[src/rtl/shared_pkg.sv]
// Types and constants shared by the ALSU arbiter and its response pipe.
package shared_pkg;

  localparam string INPUT_PRIORITY = "A";
  localparam string FULL_ADDER     = "ON";

  typedef struct packed {
    logic [2:0] opcode;
    logic [2:0] A;
    logic [2:0] B;
    logic       cin;
    logic       serial_in;
    logic       direction;
    logic       red_op_A;
    logic       red_op_B;
    logic       bypass_A;
    logic       bypass_B;
  } alsu_cmd_t;

  typedef enum logic {
    ARB    = 1'b0,
    LOCKED = 1'b1
  } arb_state_e;

  typedef struct packed {
    logic valid;
    logic id;
    logic invalid;
  } rsp_tag_t;

  localparam int RSP_STAGES = 3;

  // Bypassing a zero A makes the ALSU output 0, which flushes its shift register.
  localparam alsu_cmd_t ALSU_IDLE_CMD = '{
    opcode: 3'd0, A: 3'd0, B: 3'd0, cin: 1'b0, serial_in: 1'b0,
    direction: 1'b0, red_op_A: 1'b0, red_op_B: 1'b0,
    bypass_A: 1'b1, bypass_B: 1'b0
  };

  function automatic logic cmd_invalid(alsu_cmd_t c);
    logic bad;
    bad = (c.opcode inside {3'd6, 3'd7}) ||
          ((c.red_op_A || c.red_op_B) && (c.opcode > 3'd1));
    return bad && !(c.bypass_A || c.bypass_B);
  endfunction

endpackage

[src/rtl/alsu_rsp_pipe.sv]
// Tag shift register that follows each command through the ALSU and
// registers the ALSU result alongside the matching tag.
module alsu_rsp_pipe
  import shared_pkg::*;
(
  input  logic       clk,
  input  logic       rst,
  input  logic       push_valid,
  input  logic       push_id,
  input  logic       push_invalid,
  input  logic [5:0] alsu_out,
  output logic       rsp_valid,
  output logic       rsp_id,
  output logic [5:0] rsp_out,
  output logic       rsp_invalid
);

  rsp_tag_t tag_reg [RSP_STAGES];
  rsp_tag_t push_tag;
  rsp_tag_t tail_tag;

  assign push_tag = '{valid: push_valid, id: push_id, invalid: push_invalid};
  assign tail_tag = tag_reg[RSP_STAGES-1];

  for (genvar gi = 0; gi < RSP_STAGES; gi++) begin : g_stage
    if (gi == 0) begin : g_head
      always_ff @(posedge clk) begin
        if (!rst) tag_reg[gi] <= '0;
        else      tag_reg[gi] <= push_tag;
      end
    end else begin : g_tail
      always_ff @(posedge clk) begin
        if (!rst) tag_reg[gi] <= '0;
        else      tag_reg[gi] <= tag_reg[gi-1];
      end
    end
  end

  always_ff @(posedge clk) begin
    if (!rst) begin
      rsp_valid   <= 1'b0;
      rsp_id      <= 1'b0;
      rsp_out     <= 6'd0;
      rsp_invalid <= 1'b0;
    end else begin
      rsp_valid   <= tail_tag.valid;
      rsp_id      <= tail_tag.id;
      rsp_out     <= alsu_out;
      rsp_invalid <= tail_tag.valid & tail_tag.invalid;
    end
  end

endmodule

[src/rtl/alsu_arbiter.sv]
// Round-robin arbiter sharing one ALSU between two requesters, with a lock
// that lets one owner chain shift/rotate commands back-to-back.
module alsu_arbiter
  import shared_pkg::*;
#(
  parameter int LOCK_MAX = 8
) (
  input  logic        clk,
  input  logic        rst,
  input  logic [1:0]  req_valid,
  output logic [1:0]  req_ready,
  input  logic [1:0]  req_lock,
  input  logic [15:0] req_cmd0,
  input  logic [15:0] req_cmd1,
  output logic        rsp_valid,
  output logic        rsp_id,
  output logic [5:0]  rsp_out,
  output logic        rsp_invalid,
  output logic        alsu_rst,
  output logic [2:0]  alsu_opcode,
  output logic [2:0]  alsu_A,
  output logic [2:0]  alsu_B,
  output logic        alsu_cin,
  output logic        alsu_serial_in,
  output logic        alsu_direction,
  output logic        alsu_red_op_A,
  output logic        alsu_red_op_B,
  output logic        alsu_bypass_A,
  output logic        alsu_bypass_B,
  input  logic [5:0]  alsu_out,
  input  logic [15:0] alsu_leds
);

  localparam int CNT_W = $clog2(LOCK_MAX + 1);

  arb_state_e       state_reg, state_next;
  logic             owner_reg, owner_next;
  logic             last_reg, last_next;
  logic [CNT_W-1:0] cnt_reg, cnt_next;
  alsu_cmd_t        cmd_reg, cmd_next;
  logic             alsu_rst_reg;

  logic [1:0] grant;
  logic       gid;
  logic       accept;
  logic       sel_lock;
  alsu_cmd_t  sel_cmd;
  logic       sel_invalid;

  // The LED bus is observed by the system but carries nothing the arbiter needs.
  logic unused_leds;
  assign unused_leds = ^alsu_leds;

  always_comb begin
    state_next = state_reg;
    owner_next = owner_reg;
    last_next  = last_reg;
    cnt_next   = cnt_reg;
    grant      = 2'b00;

    case (state_reg)
      ARB: begin
        if (req_valid == 2'b11) grant = last_reg ? 2'b01 : 2'b10;
        else                    grant = req_valid;
      end
      LOCKED:  grant = req_valid & (owner_reg ? 2'b10 : 2'b01);
      default: grant = 2'b00;
    endcase

    gid      = grant[1];
    accept   = |grant;
    sel_cmd  = gid ? req_cmd1 : req_cmd0;
    sel_lock = req_lock[gid];

    if (accept) begin
      last_next = gid;
      if (state_reg == ARB) begin
        if (sel_lock) begin
          state_next = LOCKED;
          owner_next = gid;
          cnt_next   = CNT_W'(1);
        end
      end else if (!sel_lock || cnt_reg == CNT_W'(LOCK_MAX - 1)) begin
        // Lock released voluntarily or forced once the owner hits LOCK_MAX.
        state_next = ARB;
        cnt_next   = '0;
      end else begin
        cnt_next = cnt_reg + 1'b1;
      end
    end

    cmd_next    = accept ? sel_cmd : ALSU_IDLE_CMD;
    sel_invalid = cmd_invalid(sel_cmd);
  end

  always_ff @(posedge clk) begin
    if (!rst) begin
      state_reg    <= ARB;
      owner_reg    <= 1'b0;
      last_reg     <= 1'b1;
      cnt_reg      <= '0;
      cmd_reg      <= ALSU_IDLE_CMD;
      alsu_rst_reg <= 1'b1;
    end else begin
      state_reg    <= state_next;
      owner_reg    <= owner_next;
      last_reg     <= last_next;
      cnt_reg      <= cnt_next;
      cmd_reg      <= cmd_next;
      alsu_rst_reg <= 1'b0;
    end
  end

  assign req_ready      = grant;
  assign alsu_rst       = alsu_rst_reg;
  assign alsu_opcode    = cmd_reg.opcode;
  assign alsu_A         = cmd_reg.A;
  assign alsu_B         = cmd_reg.B;
  assign alsu_cin       = cmd_reg.cin;
  assign alsu_serial_in = cmd_reg.serial_in;
  assign alsu_direction = cmd_reg.direction;
  assign alsu_red_op_A  = cmd_reg.red_op_A;
  assign alsu_red_op_B  = cmd_reg.red_op_B;
  assign alsu_bypass_A  = cmd_reg.bypass_A;
  assign alsu_bypass_B  = cmd_reg.bypass_B;

  alsu_rsp_pipe u_rsp_pipe (
    .clk          (clk),
    .rst          (rst),
    .push_valid   (accept),
    .push_id      (gid),
    .push_invalid (sel_invalid),
    .alsu_out     (alsu_out),
    .rsp_valid    (rsp_valid),
    .rsp_id       (rsp_id),
    .rsp_out      (rsp_out),
    .rsp_invalid  (rsp_invalid)
  );

endmodule
[config.mk]
export PLATFORM = sky130hd
export DESIGN_NAME = alsu_arbiter
export DESIGN_NICKNAME = d
export VERILOG_FILES = /design/src/rtl/shared_pkg.sv /design/src/rtl/alsu_rsp_pipe.sv /design/src/rtl/alsu_arbiter.sv
export SDC_FILE = /design/constraint.sdc
export NUM_CORES = 1
export LEC_CHECK = 0
export ABC_AREA = 1
export CELL_PAD_IN_SITES_DETAIL_PLACEMENT = 0
export CELL_PAD_IN_SITES_GLOBAL_PLACEMENT = 1
export CORE_MARGIN = 1.5
export CORE_UTILIZATION = 23
export CTS_CLUSTER_SIZE = 24
export DETAILED_ROUTE_END_ITERATION = 16
export PLACE_DENSITY = 0.73
export SLEW_MARGIN = 40
export SYNTH_ARGS = -nofsm -noshare
export SYNTH_HDL_FRONTEND = slang
export SYNTH_HIERARCHICAL = 1
export SYNTH_SLANG_ARGS = --single-unit
[constraint.sdc]
create_clock -name clk -period 1.3 [get_ports clk]
set_input_delay 0.26 -clock clk [delete_from_list [all_inputs] [get_ports clk]]
set_output_delay 0.26 -clock clk [all_outputs]
set_load 0.03 [all_outputs]
======== After elaboration in Yosys (flattened, before gate mapping) ========
Memory sizes are Yosys's and may differ from the RTL's.
Cells that the tools add are included.
word-level totals
  memories ................................ 1
  output and inout bits ................... 28
  bits in registers ....................... 33
  input bits .............................. 60
  bits in writable memories ............... 9
  logic and storage cells ................. 65
cells by class
  muxes and demuxes ....................... 18
  add/sub/neg operators ................... 1
  bitwise logic cells ..................... 6
  equal/unequal tests ..................... 4
  reductions and logical operators ........ 14
  $lt $le $gt $ge ......................... 2
memory list
  memory              depth  width  rd ports  clocked after memory_dff  write ports  line                 source
  u_rsp_pipe.tag_reg  3      3      3         0                         3            alsu_rsp_pipe.sv:18  rsp_tag_t tag_reg [RSP_STAGES];
operators with widths
  operator               number
  $mux W16               1
  $mux W4                3
  $mux W3                3
  $mux W1                7
  $eq A3 B3 Y1 const B   2
  $mux W2                3
  $add A4 B1 Y4 const B  1
  $eq A4 B3 Y1 const B   1
  $logic_or A1 B1 Y1     4
  $pmux W2 S2            1
  $reduce_and A2 Y1      2
  $reduce_bool A2 Y1     2
  $gt A3 B1 Y1 const B   1
  $or A1 B1 Y1           3
  $reduce_and A3 Y1      1
  $and A2 B2 Y2          1
  $eq A2 B2 Y1 const B   1
  $logic_and A1 B1 Y1    2
  $logic_not A1 Y1       2
  $lt A1 B2 Y1 const B   1
  $reduce_or A2 Y1       1
  $and A1 B1 Y1          1
  $not A1 Y1             1

======== Depth between registers and ports, before layout ========
Gate-level depths: netlist (run 1).
  word-level depth ........................ 9
  depth in mapped cells ................... 11
  mapped depth without buffers ............ 11

======== Hierarchy ========
Netlist (run 1), hierarchy kept.
by module, submodules not included
  module         sequential area each (µm²)  area each (µm²)  cells an instance  instances
  alsu_arbiter   480.5                       1062.3           145                1
  alsu_rsp_pipe  360.3                       524.3            56                 1

======== Worst setup path before layout (run 1) ========
Ideal clock, no wire load.
  kind .................................... reg-to-reg
  start point ............................. register state_reg
  end point ............................... memory u_rsp_pipe/tag_reg[0][0] (netlist name)
  data arrival time ....................... 1279 ps
  required time ........................... 1191 ps
  period minus slack after synthesis ...... 1387 ps
  path slack .............................. -87 ps
  stages on the path, launching flop included .. 12
  path through ............................ dfxtp_1 inv_2 nand3_4 nand3_4 buf_6 or2_1 o21ai_1 nor2_1 nor2_1 nor2_1 nand2_1 inv_1
RTL lines
  item                    line                 source
  start, declared         alsu_arbiter.sv:36   arb_state_e state_reg, state_next;
  start signal, assigned  alsu_arbiter.sv:105  state_reg <= state_next;
  end, declared           alsu_rsp_pipe.sv:18

======== Worst setup path in the final report (run 1) ========
  start point ............................. register state_reg
  end point ............................... output req_ready[1]
between the ends
  cells in the longest elaborated chain, start to end .. 2
ends and longest elaborated chain
  item             line                source
  $not A1 Y1       -
  $pmux W2 S2 (*)  alsu_arbiter.sv:61  case (state_reg)
  end, declared    alsu_arbiter.sv:11  output logic [1:0] req_ready,
Every way passes the cells marked *; elsewhere a longest branch is shown, timed or not.

==> reports/results.ini, run 1 <==
[worst_setup_path]
cp.arrival_ns=1.26
cp.required_ns=1.04
crit_type=flop to primary output
crit_fanout=3
endpoint_kind=primary output
cp-start-kind=flop

[timing]
post-route-min-period_ns=1.52
fin_skew_ns=0.00693
setup_tns_ns=-1.37
setup_slack_ns=-0.216
timing.final.setup_violations=23
tightestPinTransition_ns=0.323
slew_viol_final=0
slew_headroom_pct=78.5
rsz0062_at_grt=yes
period_share_pct=117
hold_viol_final=0
max_freq_mhz=660

[die]
rows=30
die_y_um=86.1
die_w_um=86.1
io_pins=88
fp.dieArea_um2=7410
coreArea_um2=6720
start_util_pct=23.6

[power_and_ir_drop]
power_frac_seq_pct=38.8
pwr-share-clk_pct=34.8
power_uw=3650
internal-power_uw=2680
power.leakage_uw=0.00139
p_switching_uw=972
power_frac_comb_pct=26.4
irDropWorstVdd_mv=0.724
p_per_area_nw_per_um2=1290
swShare_pct=26.6

[status]
failed_checks=setup timing
status=finished, violations left

[place]
placed_area_um2=2610
place_hpwl_um=3110
preCtsSetupSlack_ns=-0.527
place.gp.congestion=0.839
port_buffers=71

[drt]
drc=0
viasPerCell=3.97
first_pass_iters=4
drt_iter0_drc=51
ant_nets=0
wl_per_cell_um=10.7
routed_wl_um=4100
wl_met3_um=164
top_layer_used=met4
vias=1525
drt-met1-wl_um=1800
wl_met2_um=2080

[logic_synthesis]
synthTopCellsByCount=nand2_1, dfxtp_1, inv_1
synth_top_area_share_pct=53.0
avgSynthCellArea_um2=7.89
ys_ff_latch=42
netlist_area_um2=1590
synth-warning-count=6
ys_top_cells_by_area=dfxtp_1, nand2_1, inv_1
syn-instance-count=201
syn_nets=262
async_flop_share_pct=0
yosys.area.top_type=dfxtp_1
synth_cell_types=21
yosysMostFrequentCell=nand2_1
synth_edf_count=0
synthFlopType=dfxtp_1
yosysSeqAreaShare_pct=53.0

[clock_tree]
cts-root-buf=clkbuf_8
cts_tree=done
cts.reportedPaths.clkPinSlew_ns=0.08
cts_buffers=5
cts.sinks=42
clock_latency_ns=0.30
htree_levels=2
cts_max_path_buffers=2

[layout]
drive_gt1_share_pct=23.4
fin_util_pct=42.1
syn2layout_area_growth_pct=78.2
fin_nets=364
antennaDiodeCount=0
fill_cells=692
postLayoutCellArea_um2=2830
largest_register_ffs=9

[grt]
globalRouteTotalUtil_pct=11.6
grt-ovfl-total=0
antenna_found_initial=0
grt_pass1_wl_um=6750
grt_pass1_vias=1475
grt_max_degree=16

[min_path]
hold_class=flop to flop

[flow_run]
maxCapViolCount=0

-- timing repair --
item | CTS | global route
hold buffers | 0 | 0
resized for setup | 43 | 20
setup buffers | 2 | 2
pin swaps | 2 | 2
endpoints found under the setup margin | 46 | 34
-- metrics by stage --
stage                     hold WS, ns  std cells
after global routing            0.437        384
final                           0.411        384
after CTS                       0.416        383
after global placement          0.393        373
after detailed placement        0.398        373
after floorplan                 0.344        201
-- kinds of logic after synthesis --
group / Yosys count / share of synthesized area [%]
AND/OR/NAND/NOR: 97 / 27.1
flip-flops: 42 / 53.0
buffers and inverters: 36 / 10.8
AO/OA/AOI/OAI: 24 / 7.73
XOR/XNOR: 1 / 0.552
adder cells (fa/ha/maj): 1 / 0.789
-- cell usage in the layout, fill, tap and decap left out, types with 2 or more instances in the layout --
cell             Yosys  final
a21oi_1             15     13
a21oi_2              0      2
buf_12               0      5
buf_4                0     28
bufinv_16            0      2
clkbuf_2             0      2
clkbuf_8             0      6
clkdlybuf4s15_1      0      7
clkdlybuf4s50_1      0     41
dfxtp_1             42     40
dlygate4sd2_1        0     16
inv_1               27     26
inv_4                0      3
nand2_1             59     56
nand2_2              2      4
nand3_1             11      7
nand3_2              0      3
nand3_4              2      3
nand4_1              2      2
nor2_1              15     15
nor2_4               0      2
o21ai_1              3      2
o21ai_2              0      5
or2_1                4      4
-- per-layer routing --
metal	vias up	global-route usage, %
met5	-	0
met1	664	13.3
met2	34	20.0
met4	0	5.43
li1	820	-
met3	7	3.27
-- critical path, stage by stage, from the launching register on --
cell,delay [ns]
dfxtp_4,0.36
inv_4,0.07
nand3_4,0.07
nand3_4,0.07
buf_4,0.12
inv_4,0.04
buf_12,0.11
buf_8,0.12
-- worst paths after layout --
path | cells past startpoint | end | start | slack (ns)
max | 7 | req_ready[1] | state_reg | -0.22
min | 2 | u_rsp_pipe/tag_reg[1][0] | u_rsp_pipe/tag_reg[0][0] | 0.41
max reg2reg | 12 | u_rsp_pipe/tag_reg[0][0] | state_reg | -0.20
min reg2reg | 2 | u_rsp_pipe/tag_reg[1][0] | u_rsp_pipe/tag_reg[0][0] | 0.41
-- power groups by stage --
stage	clock network, uW	logic [uW]	registers (uW)
final	1270	965	1420
after global routing	1380	1050	1430
after CTS	1320	941	1420
after detailed placement	0	925	1450
after global placement	0	922	1450
after floorplan	0	321	1560
-- cell type report --
cell class              instances  area, um2  area share, %
repair buffers                101        967           34.2
flip-flops and latches         42        846           29.9
multi-input cells             123        651           23.0
inverters                      30        120           4.25
well taps                      80        100           3.54
clock buffers                   6       82.6           2.92
clock inverters                 2       60.1           2.12
Power figures use the tool's default switching activity.
==> run 2, diff against run 1 <==
GPL_TIMING_DRIVEN = 0   (was default)
==> reports/results.ini, run 2 (same netlist as run 1, synthesis figures left out) <==
[status]
status=finished, violations left  ; unchanged
failed_checks=setup timing  ; unchanged

[power_and_ir_drop]
power.leakage_uw=0.00138  ; was 0.00139 uW
p_per_area_nw_per_um2=1200  ; was 1290 nW/um2
irDropWorstVdd_mv=0.418  ; was 0.724 mV

[place]
place.gp.congestion=0.790  ; was 0.839
dp.cells=352  ; was 373
place_hpwl_um=2940  ; was 3110 um
port_buffers=71  ; unchanged
preCtsSetupSlack_ns=-1.13  ; was -0.527 ns
placed_area_um2=2410  ; was 2610 um2

[grt]
globalRouteTotalUtil_pct=11.6  ; about the same
grt-ovfl-total=0  ; unchanged
grt_pass1_vias=1362  ; was 1475
grt_max_degree=14  ; was 16
antenna_found_initial=0  ; unchanged
grt_pass1_wl_um=6560  ; was 6750 um
met2_usage_pct=19.3  ; was 20.0%
grtUsageMet3_pct=3.08  ; was 3.27%
use_met1_pct=14.2  ; was 13.3%
grt_busiest_layer=met2  ; unchanged

[worst_setup_path]
cp-start-kind=flop  ; unchanged
worst-r2r-cell-count=11  ; was 12
crit_type=flop to primary output  ; unchanged
endpoint_kind=primary output  ; unchanged
timing.rr.start=state_reg  ; unchanged
crit_fanout=5  ; was 3
reg2reg_to=u_rsp_pipe/tag_reg[0][0]  ; unchanged
cp.arrival_ns=1.25  ; was 1.26 ns
cp.required_ns=1.04  ; about the same
r2r_slack_ns=-0.15  ; was -0.20 ns

[layout]
layout_common_cells=nand2_1, clkdlybuf4s50_1, dfxtp_1, inv_1, buf_4  ; was nand2_1, clkdlybuf4s50_1, dfxtp_1, buf_4, inv_1
multi_input_area_um2=702  ; was 651 um2
syn2layout_area_growth_pct=80.5  ; was 78.2%
antennaDiodeCount=0  ; unchanged
regArea_um2=847  ; was 846 um2
largest_register_ffs=9  ; unchanged
drive_gt1_share_pct=25.6  ; was 23.4%
fin_util_pct=42.6  ; was 42.1%
fill_cells=688  ; was 692
layout_commonest_cell=nand2_1  ; unchanged
postLayoutCellArea_um2=2860  ; was 2830 um2
fin_nets=365  ; was 364
fin_cells=385  ; was 384

[clock_tree]
cts.sinks=42  ; unchanged
cts_max_path_buffers=2  ; unchanged
clock_latency_ns=0.29  ; was 0.30 ns
cts_tree=done  ; unchanged
htree_levels=2  ; unchanged
cts_buffers=5  ; unchanged
cts-root-buf=clkbuf_8  ; unchanged
cts.reportedPaths.clkPinSlew_ns=0.09  ; was 0.08 ns

[die]
die_y_um=86.1  ; unchanged
coreArea_um2=6720  ; unchanged
start_util_pct=23.6  ; unchanged
rows=30  ; unchanged
io_pins=88  ; unchanged
fp.dieArea_um2=7410  ; unchanged
die_w_um=86.1  ; unchanged

[drt]
ant_nets=0  ; unchanged
vias=1561  ; was 1525
drt_iter0_drc=39  ; was 51
drc=0  ; unchanged
wl_per_cell_um=10.8  ; was 10.7 um
viasPerCell=4.05  ; was 3.97
routed_wl_um=4150  ; was 4100 um
first_pass_iters=4  ; unchanged

[timing]
post-route-min-period_ns=1.51  ; was 1.52 ns
hold_viol_final=0  ; unchanged
slew_viol_final=0  ; unchanged
slew_headroom_pct=77.5  ; was 78.5%
hold_ws_ns=0.416  ; was 0.411 ns
rsz0062_at_grt=yes  ; unchanged
fin_skew_ns=0.00878  ; was 0.00693 ns
tightestPinTransition_ns=0.339  ; was 0.323 ns
setup_slack_ns=-0.208  ; was -0.216 ns
period_share_pct=116  ; was 117%
max_freq_mhz=663  ; was 660 MHz
timing.final.setup_violations=26  ; was 23

[min_path]
min_from=u_rsp_pipe/tag_reg[0][0]  ; unchanged
hold_class=flop to flop  ; unchanged
hold_path_depth=2  ; unchanged
holdPathEnd=u_rsp_pipe/tag_reg[1][0]  ; unchanged

[flow_run]
maxCapViolCount=0  ; unchanged

-- run 2: changes by cell type in the layout (fill, tap and decap cells not counted), moves of 4 or more --
cell,previous run,this run
buf_12,5,1
buf_4,28,20
buf_6,1,10
clkdlybuf4s15_1,7,12
a21oi_2,2,7
a21oi_1,13,8
nand2_1,56,52
-- run 2: final cells by class --
type	instances	area share [%]
inverter	30	4.28
sequential	42	29.6
clock inverter	3	1.40
tap	80	3.49
clock buffer	5	2.40
timing repair buffer	96	31.7
buffer	6	2.62
multi-input combinational	123	24.5
-- run 2: how the worst max path moves through the flow --
| stage | from | to | cells after the start |
|---|---|---|---|
| 2_1_floorplan | state_reg | u_rsp_pipe/tag_reg[0][0] | 11 |
| 3_3_place_gp | req_valid[0] | req_ready[1] | 6 |
| 3_5_place_dp | req_valid[0] | req_ready[1] | 6 |
| 4_1_cts | state_reg | req_ready[1] | 6 |
| 5_1_grt | state_reg | req_ready[1] | 6 |
| 6_report | state_reg | req_ready[1] | 6 |
-- run 2: worst max-delay path, stage by stage (launching register included) --
cell,delay (ns)
dfxtp_4,0.37
inv_4,0.08
nand3_4,0.07
nand3_4,0.12
clkinv_4,0.06
buf_8,0.12
buf_6,0.13
-- run 2: layer usage --
layer,share of wire (%),vias to the layer above
met5,0,-
met4,1.5,0
met3,4.0,6
met2,52,36
met1,43,699
li1,-,820
-- run 2: repair_timing --
item,in CTS,in global routing
hold buffers,0,0
gates resized for setup,74,30
pin swaps,11,10
cloned,2,0
setup endpoints to repair,51,39
setup buffers,16,9
-- run 2: stage by stage --
stage | TNS (ns) | total power [uW]
4_1_cts | -3.05 | 3400
3_3_place_gp | -13.57 | 2220
3_5_place_dp | -13.69 | 2220
5_1_grt | -5.13 | 3630
6_report | -2.69 | 3440
2_1_floorplan | -0.0425 | 1880
-- run 2: where the power goes --
part	total, uW	internal, uW	switching [uW]
Combinational	1010	490	519
Clock	1020	566	455
Sequential	1420	1380	34.0
==> run 3, diff against run 2 <==
clock period = 1.35 ns   (was 1.3 ns; I/O delays follow)
==> reports/results.ini, run 3 (same netlist as run 1, synthesis figures left out) <==
[clock_tree]
cts_buffers=5  ; unchanged
clock_latency_ns=0.29  ; about the same
hold_buffers=0  ; unchanged
cts.sinks=42  ; unchanged
cts.reportedPaths.clkPinSlew_ns=0.08  ; was 0.09 ns
cts_max_path_buffers=2  ; unchanged
htree_levels=2  ; unchanged
cts-root-buf=clkbuf_8  ; unchanged
cts_tree=done  ; unchanged

[timing]
timing.final.setup_violations=20  ; was 26
fin_skew_ns=0.00258  ; was 0.00878 ns
slew_viol_final=0  ; unchanged
rsz0062_at_grt=yes  ; unchanged
hold_viol_final=0  ; unchanged
tightestPinTransition_ns=0.336  ; was 0.339 ns
hold_ws_ns=0.416  ; about the same
setup_tns_ns=-1.52  ; was -2.69 ns
max_freq_mhz=659
period_share_pct=112
post-route-min-period_ns=1.52
slew_headroom_pct=77.7  ; was 77.5%
setup_slack_ns=-0.169  ; was -0.208 ns

[flow_run]
maxCapViolCount=0  ; unchanged

[worst_setup_path]
cp-start-kind=flop  ; unchanged
endpoint_kind=primary output  ; unchanged
cp.required_ns=1.08  ; was 1.04 ns
cp.arrival_ns=1.25  ; about the same
slowest_stage=dfxtp_4  ; unchanged
crit_chain=inv_6 -> o21ai_4 -> o21bai_1 -> inv_1 -> buf_6  ; was inv_4 -> nand3_4 -> nand3_4 -> clkinv_4 -> buf_8 -> buf_6
crit_type=flop to primary output  ; unchanged
worst-path-buf-inv=3  ; was 4
crit_fanout=4  ; was 5
critPathMaxStageDelay_ns=0.39  ; was 0.37 ns
crit_family=flip-flops  ; was buffers and inverters

[layout]
fin_nets=352  ; was 365
antennaDiodeCount=0  ; unchanged
largest_register_ffs=9  ; unchanged
layout_common_cells=nand2_1, clkdlybuf4s50_1, dfxtp_1, dlygate4sd2_1, inv_1  ; was nand2_1, clkdlybuf4s50_1, dfxtp_1, inv_1, buf_4
layout_commonest_cell=nand2_1  ; unchanged
drive_gt1_share_pct=18.5  ; was 25.6%
postLayoutCellArea_um2=2730  ; was 2860 um2
syn2layout_area_growth_pct=71.9  ; was 80.5%

[die]
rows=30  ; unchanged
die_w_um=86.1  ; unchanged
coreArea_um2=6720  ; unchanged
die_y_um=86.1  ; unchanged
start_util_pct=23.6  ; unchanged
io_pins=88  ; unchanged
fp.dieArea_um2=7410  ; unchanged

[drt]
viasPerCell=4.09  ; was 4.05
vias=1522  ; was 1561
drt_iter0_drc=42  ; was 39
wl_per_cell_um=11.1  ; was 10.8 um
drc=0  ; unchanged
ant_nets=0  ; unchanged
first_pass_iters=4  ; unchanged
routed_wl_um=4130  ; was 4150 um

[grt]
grt-ovfl-total=0  ; unchanged
grt_pass1_vias=1437  ; was 1362
grt_pass1_wl_um=6540  ; was 6560 um
antenna_found_initial=0  ; unchanged
grt_max_degree=14  ; unchanged
globalRouteTotalUtil_pct=11.3  ; was 11.6%

[min_path]
hold_class=flop to flop  ; unchanged

[place]
place_hpwl_um=2940  ; about the same
port_buffers=71  ; unchanged
placed_area_um2=2410  ; about the same
preCtsSetupSlack_ns=-1.14  ; was -1.13 ns
place.gp.congestion=0.816  ; was 0.790

[power_and_ir_drop]
irDropWorstVdd_mv=0.472  ; was 0.418 mV
p_per_area_nw_per_um2=1270  ; was 1200 nW/um2
power.leakage_uw=0.00136  ; was 0.00138 uW

[status]
failed_checks=setup timing  ; unchanged
status=finished, violations left  ; unchanged

-- run 3: cell count changes in the layout (fill, tap and decap cells not counted), sizes merged --
cell and delta:
dlygate4sd2 +12, clkbuf +1, bufinv +1, clkdlybuf4s15 -12, clkinv -2, buf -13
-- run 3: worst reg2reg max path, cell delays in order (launching register included) --
cell,delay [ns]
dfxtp_4,0.39
inv_6,0.05
nand3_4,0.06
nand3_4,0.10
buf_4,0.16
nand2_4,0.12
inv_1,0.07
nor2_2,0.12
inv_2,0.06
buf_4,0.15
a21oi_1,0.10
-- run 3: power breakdown --
| part | internal [uW] | switching, uW | leakage (uW) | total [uW] |
|---|---|---|---|---|
| registers | 1330 | 35.9 | 0.000347 | 1370 |
| clock network | 789 | 444 | 0.0000714 | 1230 |
| logic | 393 | 468 | 0.000938 | 860 |
-- run 3: repair_timing --
item,CTS,global route
resized for setup,58,19
gates cloned,1,0
setup buffers,7,5
endpoints found under the setup margin,50,25
pin swaps,6,5
-- run 3: layout make-up --
type	instances	area [um2]
inverter	30	125
multi-input combinational	123	671
clock inverter	2	60.1
fill	699	3990
timing repair buffer	83	772
tap	80	100
buffer	6	71.3
sequential	42	846
clock buffer	6	82.6
-- run 3: per-layer routing --
metal  track usage (%)  wire [um]  vias up
met5                 0          0        -
met1              13.4       1770      692
met3              3.37        154        2
li1                  -          -      795
met4              3.52         22        0
met2              19.6       2180       33
-- run 3: worst paths after layout --
| kind | from | to | slack, ns | cells after the start |
|---|---|---|---|---|
| worst min-delay path | u_rsp_pipe/tag_reg[2][0] | u_rsp_pipe/rsp_invalid | 0.42 | 2 |
| worst max-delay path | state_reg | req_ready[0] | -0.17 | 5 |
| worst min register to register | u_rsp_pipe/tag_reg[2][0] | u_rsp_pipe/rsp_invalid | 0.42 | 2 |
| worst max register to register | state_reg | alsu_B[1] | -0.09 | 10 |
-- run 3: per-stage QoR --
step,cells,utilization (%),total power (uW)
after floorplan,201,-,1810
after detailed placement,352,35.8,2140
after CTS,368,38.9,3420
after global routing,372,40.6,3640
final,372,40.6,3460
after global placement,352,35.8,2140
==> patch 1: new RTL, settings of run 1 <==
One comparison of `cnt_reg` changes from == to >=.
--- a/src/rtl/alsu_arbiter.sv
+++ b/src/rtl/alsu_arbiter.sv
@@ -81,5 +81,5 @@
           cnt_next   = CNT_W'(1);
         end
-      end else if (!sel_lock || cnt_reg == CNT_W'(LOCK_MAX - 1)) begin
+      end else if (!sel_lock || cnt_reg >= CNT_W'(LOCK_MAX - 1)) begin
         // Lock released voluntarily or forced once the owner hits LOCK_MAX.
         state_next = ARB;
Behaviour: same outputs for any inputs over 10 cycles, from zero or initial values and one cycle with rst low; that may be too few to reach the edited logic, so the function may still have changed.
==> patch 1 against run 1 <==
  * The run ends with DRC, setup timing left
  * Routed wire length rose by 0.63%
  * Synthesized area down 2.1%
  * Cell area rose by 0.97%
  * Total power decreased by 11%
  * Setup slack gained 0.0029 ns
  * Sequential cell count stayed put
  * Count of clock-buffer cells in the layout stayed put
  * Worst hold slack improved by 0.0018 ns
  * Critical endpoint unchanged
  * Largest power group unchanged
==> patch 1: results (changes against run 1) <==
Outcome
  • Status: finished, violations left
  • Failing checks: DRC, setup timing

Power
  • P_clk: 808 µW (-36%)
  • Worst vdd ir: 0.3985 mV (-45%)
  • Leak pwr: 0.001381 µW (-0.69%)
  • Switching share of total power: 30.37% (+3.7 points)

Placed design
  • Placed cell count: 367 (-1.6%)
  • HPWL after DPL: 2978 µm (-4.3%)
  • GPL Wtd Cong: 0.8175 (-2.6%)
  • Pre-CTS setup slack: -0.4839 ns (+0.04303 ns)

Layout
  • Area grow syn2layout: 83.66%
  • Multi-input combinational area share: 24.68% (+1.7 points)
  • Layout cells sized above 1: 29.61% (+6.2 points)
  • Final non-clock buffer share: 34.68% (+0.46 points)
  • Sequential portion of the cell area: 29.64% (-0.29 points)
  • Multi-In Gates: 120 (-2.4%)
  • Fill count: 639 (-7.7%)
  • Number of non-clock buffers in the layout: 103 (+2.0%)
  • Number of sequential cells: 42 (unchanged)
  • Invs w/o clock: 31 (+3.3%)

Floorplanning
  • Die area: 7258 µm² (-2.0%)

Logic synthesis
  • Sequential area share after synthesis: 54.11% (+1.1 points)
  • List of most frequent post-synthesis cells: nand2_1, dfxtp_1, inv_1
  • Synth Area per Inst: 7.848 µm² (-0.57%)
  • Synth Area in Adders: 0.8052% (+0.017 points)
  • Synth Area in XOR/XNOR: 0% (-0.55 points)

Critical path
  • Cells on worst reg2reg path: 11 (-1)
  • Reg-to-reg slack, setup: -0.15 ns (+0.05 ns)
  • Crit Path Max Fanout: 6 (+3)

Detailed routing
  • WL met2: 2113 µm (+1.6%)
  • DRC Markers: 4 (+4)
  • Met3 routed wirelength: 195 µm (+19%)
  • Mean number of vias per cell: 4.037 (+1.6%)
  • DR pass1 iterations: 9 (+5)

STA
  • Final setup fails: 25 (+8.7%)
  • Hold Slack: 0.4126 ns (+0.001769 ns)
  • Worst setup margin: -0.2129 ns (+0.002870 ns)
  • Setup TNS: -3.078 ns (-1.711 ns)

Worst hold path
  • Hold endpoint: u_rsp_pipe/tag_reg[1][2]
  • Hold Path Origin: u_rsp_pipe/tag_reg[0][2]

GRT
  • First-pass GRT wire length: 6879 µm (+1.9%)
  • Number of global-route vias before repair: 1511 (+2.4%)
-- patch 1: cell count changes after synthesis --
cell	before	now
buf_4	0	1
nand4_1	2	1
nand2_2	2	3
xor2_1	1	0
nand3_4	2	0
nand3_1	11	8
o21ai_0	5	4
inv_2	2	3
clkinv_1	1	0
nand3_2	0	2
nor2_1	15	16
buf_2	2	1
a21oi_1	15	16
-- patch 1: critical path, delay by kind of cell, from the launching register on --
kind	cells	cell delay, ns
buf+inv	4	0.42
simple gates	2	0.17
flops	1	0.37
-- patch 1: what timing repair did --
item                       in CTS  in global routing
resized for setup              71                 21
pin swaps                      15                  5
setup endpoints to repair      48                 32
cloned                          1                  0
setup buffers                   4                  3
-- patch 1: per-layer routing --
metal | GRT usage [%] | up-vias
met5 | 0 | -
met4 | 5.067 | 0
met3 | 3.502 | 9
met2 | 21.14 | 36
met1 | 13.69 | 679
li1 | - | 814
==> patch 2: new RTL, config.mk and constraints of run 1 <==
Made on the original files. `RSP_STAGES`: 3 -> 2.
--- a/src/rtl/shared_pkg.sv
+++ b/src/rtl/shared_pkg.sv
@@ -29,5 +29,5 @@
   } rsp_tag_t;
 
-  localparam int RSP_STAGES = 3;
+  localparam int RSP_STAGES = 2;
 
   // Bypassing a zero A makes the ALSU output 0, which flushes its shift register.
Function: changed (a bounded check fails within 4 cycles, from zero or initial values and one cycle with rst low).
==> patch 2 against run 1 <==
  * The run still ends with setup timing left
  * Sequential cell count fell by 3
  * Cell area rose by 0.40%
  * Total power fell by 6.7%
  * Critical path depth fell by 1
  * Sequential power fell by 7%
  * Non-clock buffer count rose by 1
  * Routed wire length rose by 3.2%
  * Combinational power rose by 9.8%
  * Setup slack got worse by 0.013 ns
  * Highest routed layer unchanged
  * Worst hold slack barely moved
  * Synthesized area fell by 6.3%
  * Critical path type unchanged
==> patch 2: results (changes against run 1) <==
Layout
  • Layout cells sized above 1: 30.30% (+6.9 points)
  • Final nets: 357 (-1.9%)
  • Fill count: 637 (-7.9%)

Outcome
  • Status: finished, violations left
  • Failing checks: setup timing

Logic synthesis
  • List of most frequent post-synthesis cells: nand2_1, dfxtp_1, inv_1
  • Synth Area per Inst: 7.782 µm² (-1.4%)
  • Netlist cell types: 20 (-4.8%)

STA
  • Worst setup margin: -0.2285 ns (-0.01268 ns)
  • Setup TNS: -3.381 ns (-2.014 ns)
  • Hold Slack: 0.4110 ns (+0.0002050 ns)
  • Final setup fails: 25 (+8.7%)
  • Clock Skew: 0.01030 ns (+0.003365 ns)
  • Rel. slew slack: 77.92% (-0.63 points)

GRT
  • Number of global-route vias before repair: 1565 (+6.1%)
  • First-pass GRT wire length: 7245 µm (+7.4%)
  • GRT Util Overall: 13.00% (+1.4 points)
  • Largest net degree at the start of global routing: 19 (+3)

Placed design
  • Pre-CTS setup slack: -0.6295 ns (-0.1026 ns)
  • HPWL after DPL: 2885 µm (-7.3%)
  • Dpl cell area: 2416 µm² (-7.3%)

Critical path
  • Cells on worst reg2reg path: 11 (-1)
  • Critical Path End: req_ready[0]

Worst hold path
  • Hold endpoint: u_rsp_pipe/rsp_invalid
  • Hold Path Origin: u_rsp_pipe/tag_reg[1][0]

Detailed routing
  • Drt total wl: 4236 µm (+3.2%)
patch 2: changes by cell type in the layout (fill, tap and decap cells not counted), sizes merged:
cell           delta
nand2             -3
clkdlybuf4s15     -4
dlygate4sd2       +7
bufinv            -1
dfxtp             -3
clkinv            +3
inv               -3
clkbuf            -3
patch 2: power by group:
group / total (µW) / internal [µW] / leakage (µW) / switching, µW
clock network: 1030 / 572 / 0.0000581 / 454
registers: 1320 / 1290 / 0.000322 / 35.9
logic: 1060 / 511 / 0.000981 / 547
total: 3410 / 2370 / 0.00136 / 1040
patch 2: per-layer routing:
metal | wire, µm | GRT usage (%)
met1 | 1744 | 15.19
met2 | 2242 | 23.21
met3 | 196 | 3.082
met4 | 52 | 4.394
met5 | 0 | 0
patch 2: worst register-to-register path, stage by stage, from the launching register on:
cell and delay [ns]:
dfxtp_4 0.37, buf_6 0.12, nand2_4 0.06, nand3_4 0.10, buf_6 0.15, or2_1 0.23, o21ai_2 0.07, nand2_1 0.07
nor2_1 0.10, nor2_1 0.05, nand2_1 0.06, inv_1 0.04
patch 2: area by class of cell:
class                   instances  area share [%]
inverters                      27           3.924
multi-input cells             120           25.97
clock inverters                 3           1.543
well taps                      77           3.395
repair inverters                1          0.2205
flip-flops and latches         39           27.69
repair buffers                102           34.83
clock buffers                   5           2.425
patch 2: cell families (layout without fill, tap and decap cells):
logic type / Yosys count / count (layout) / synth area share (%)
compound gates: 24 / 24 / 8.249
xor+xnor: 1 / 1 / 0.5893
fa+ha+maj: 1 / 1 / 0.8416
buf+inv: 32 / 138 / 9.764
flops: 39 / 39 / 52.53
simple gates: 94 / 94 / 28.03
patch 2: what timing repair did:
item | 4_1_cts | 5_1_grt
buffers inserted | 10 | 3
pin swaps | 8 | 18
cloned | 2 | 0
resized for setup | 74 | 26
setup endpoints to repair | 50 | 30
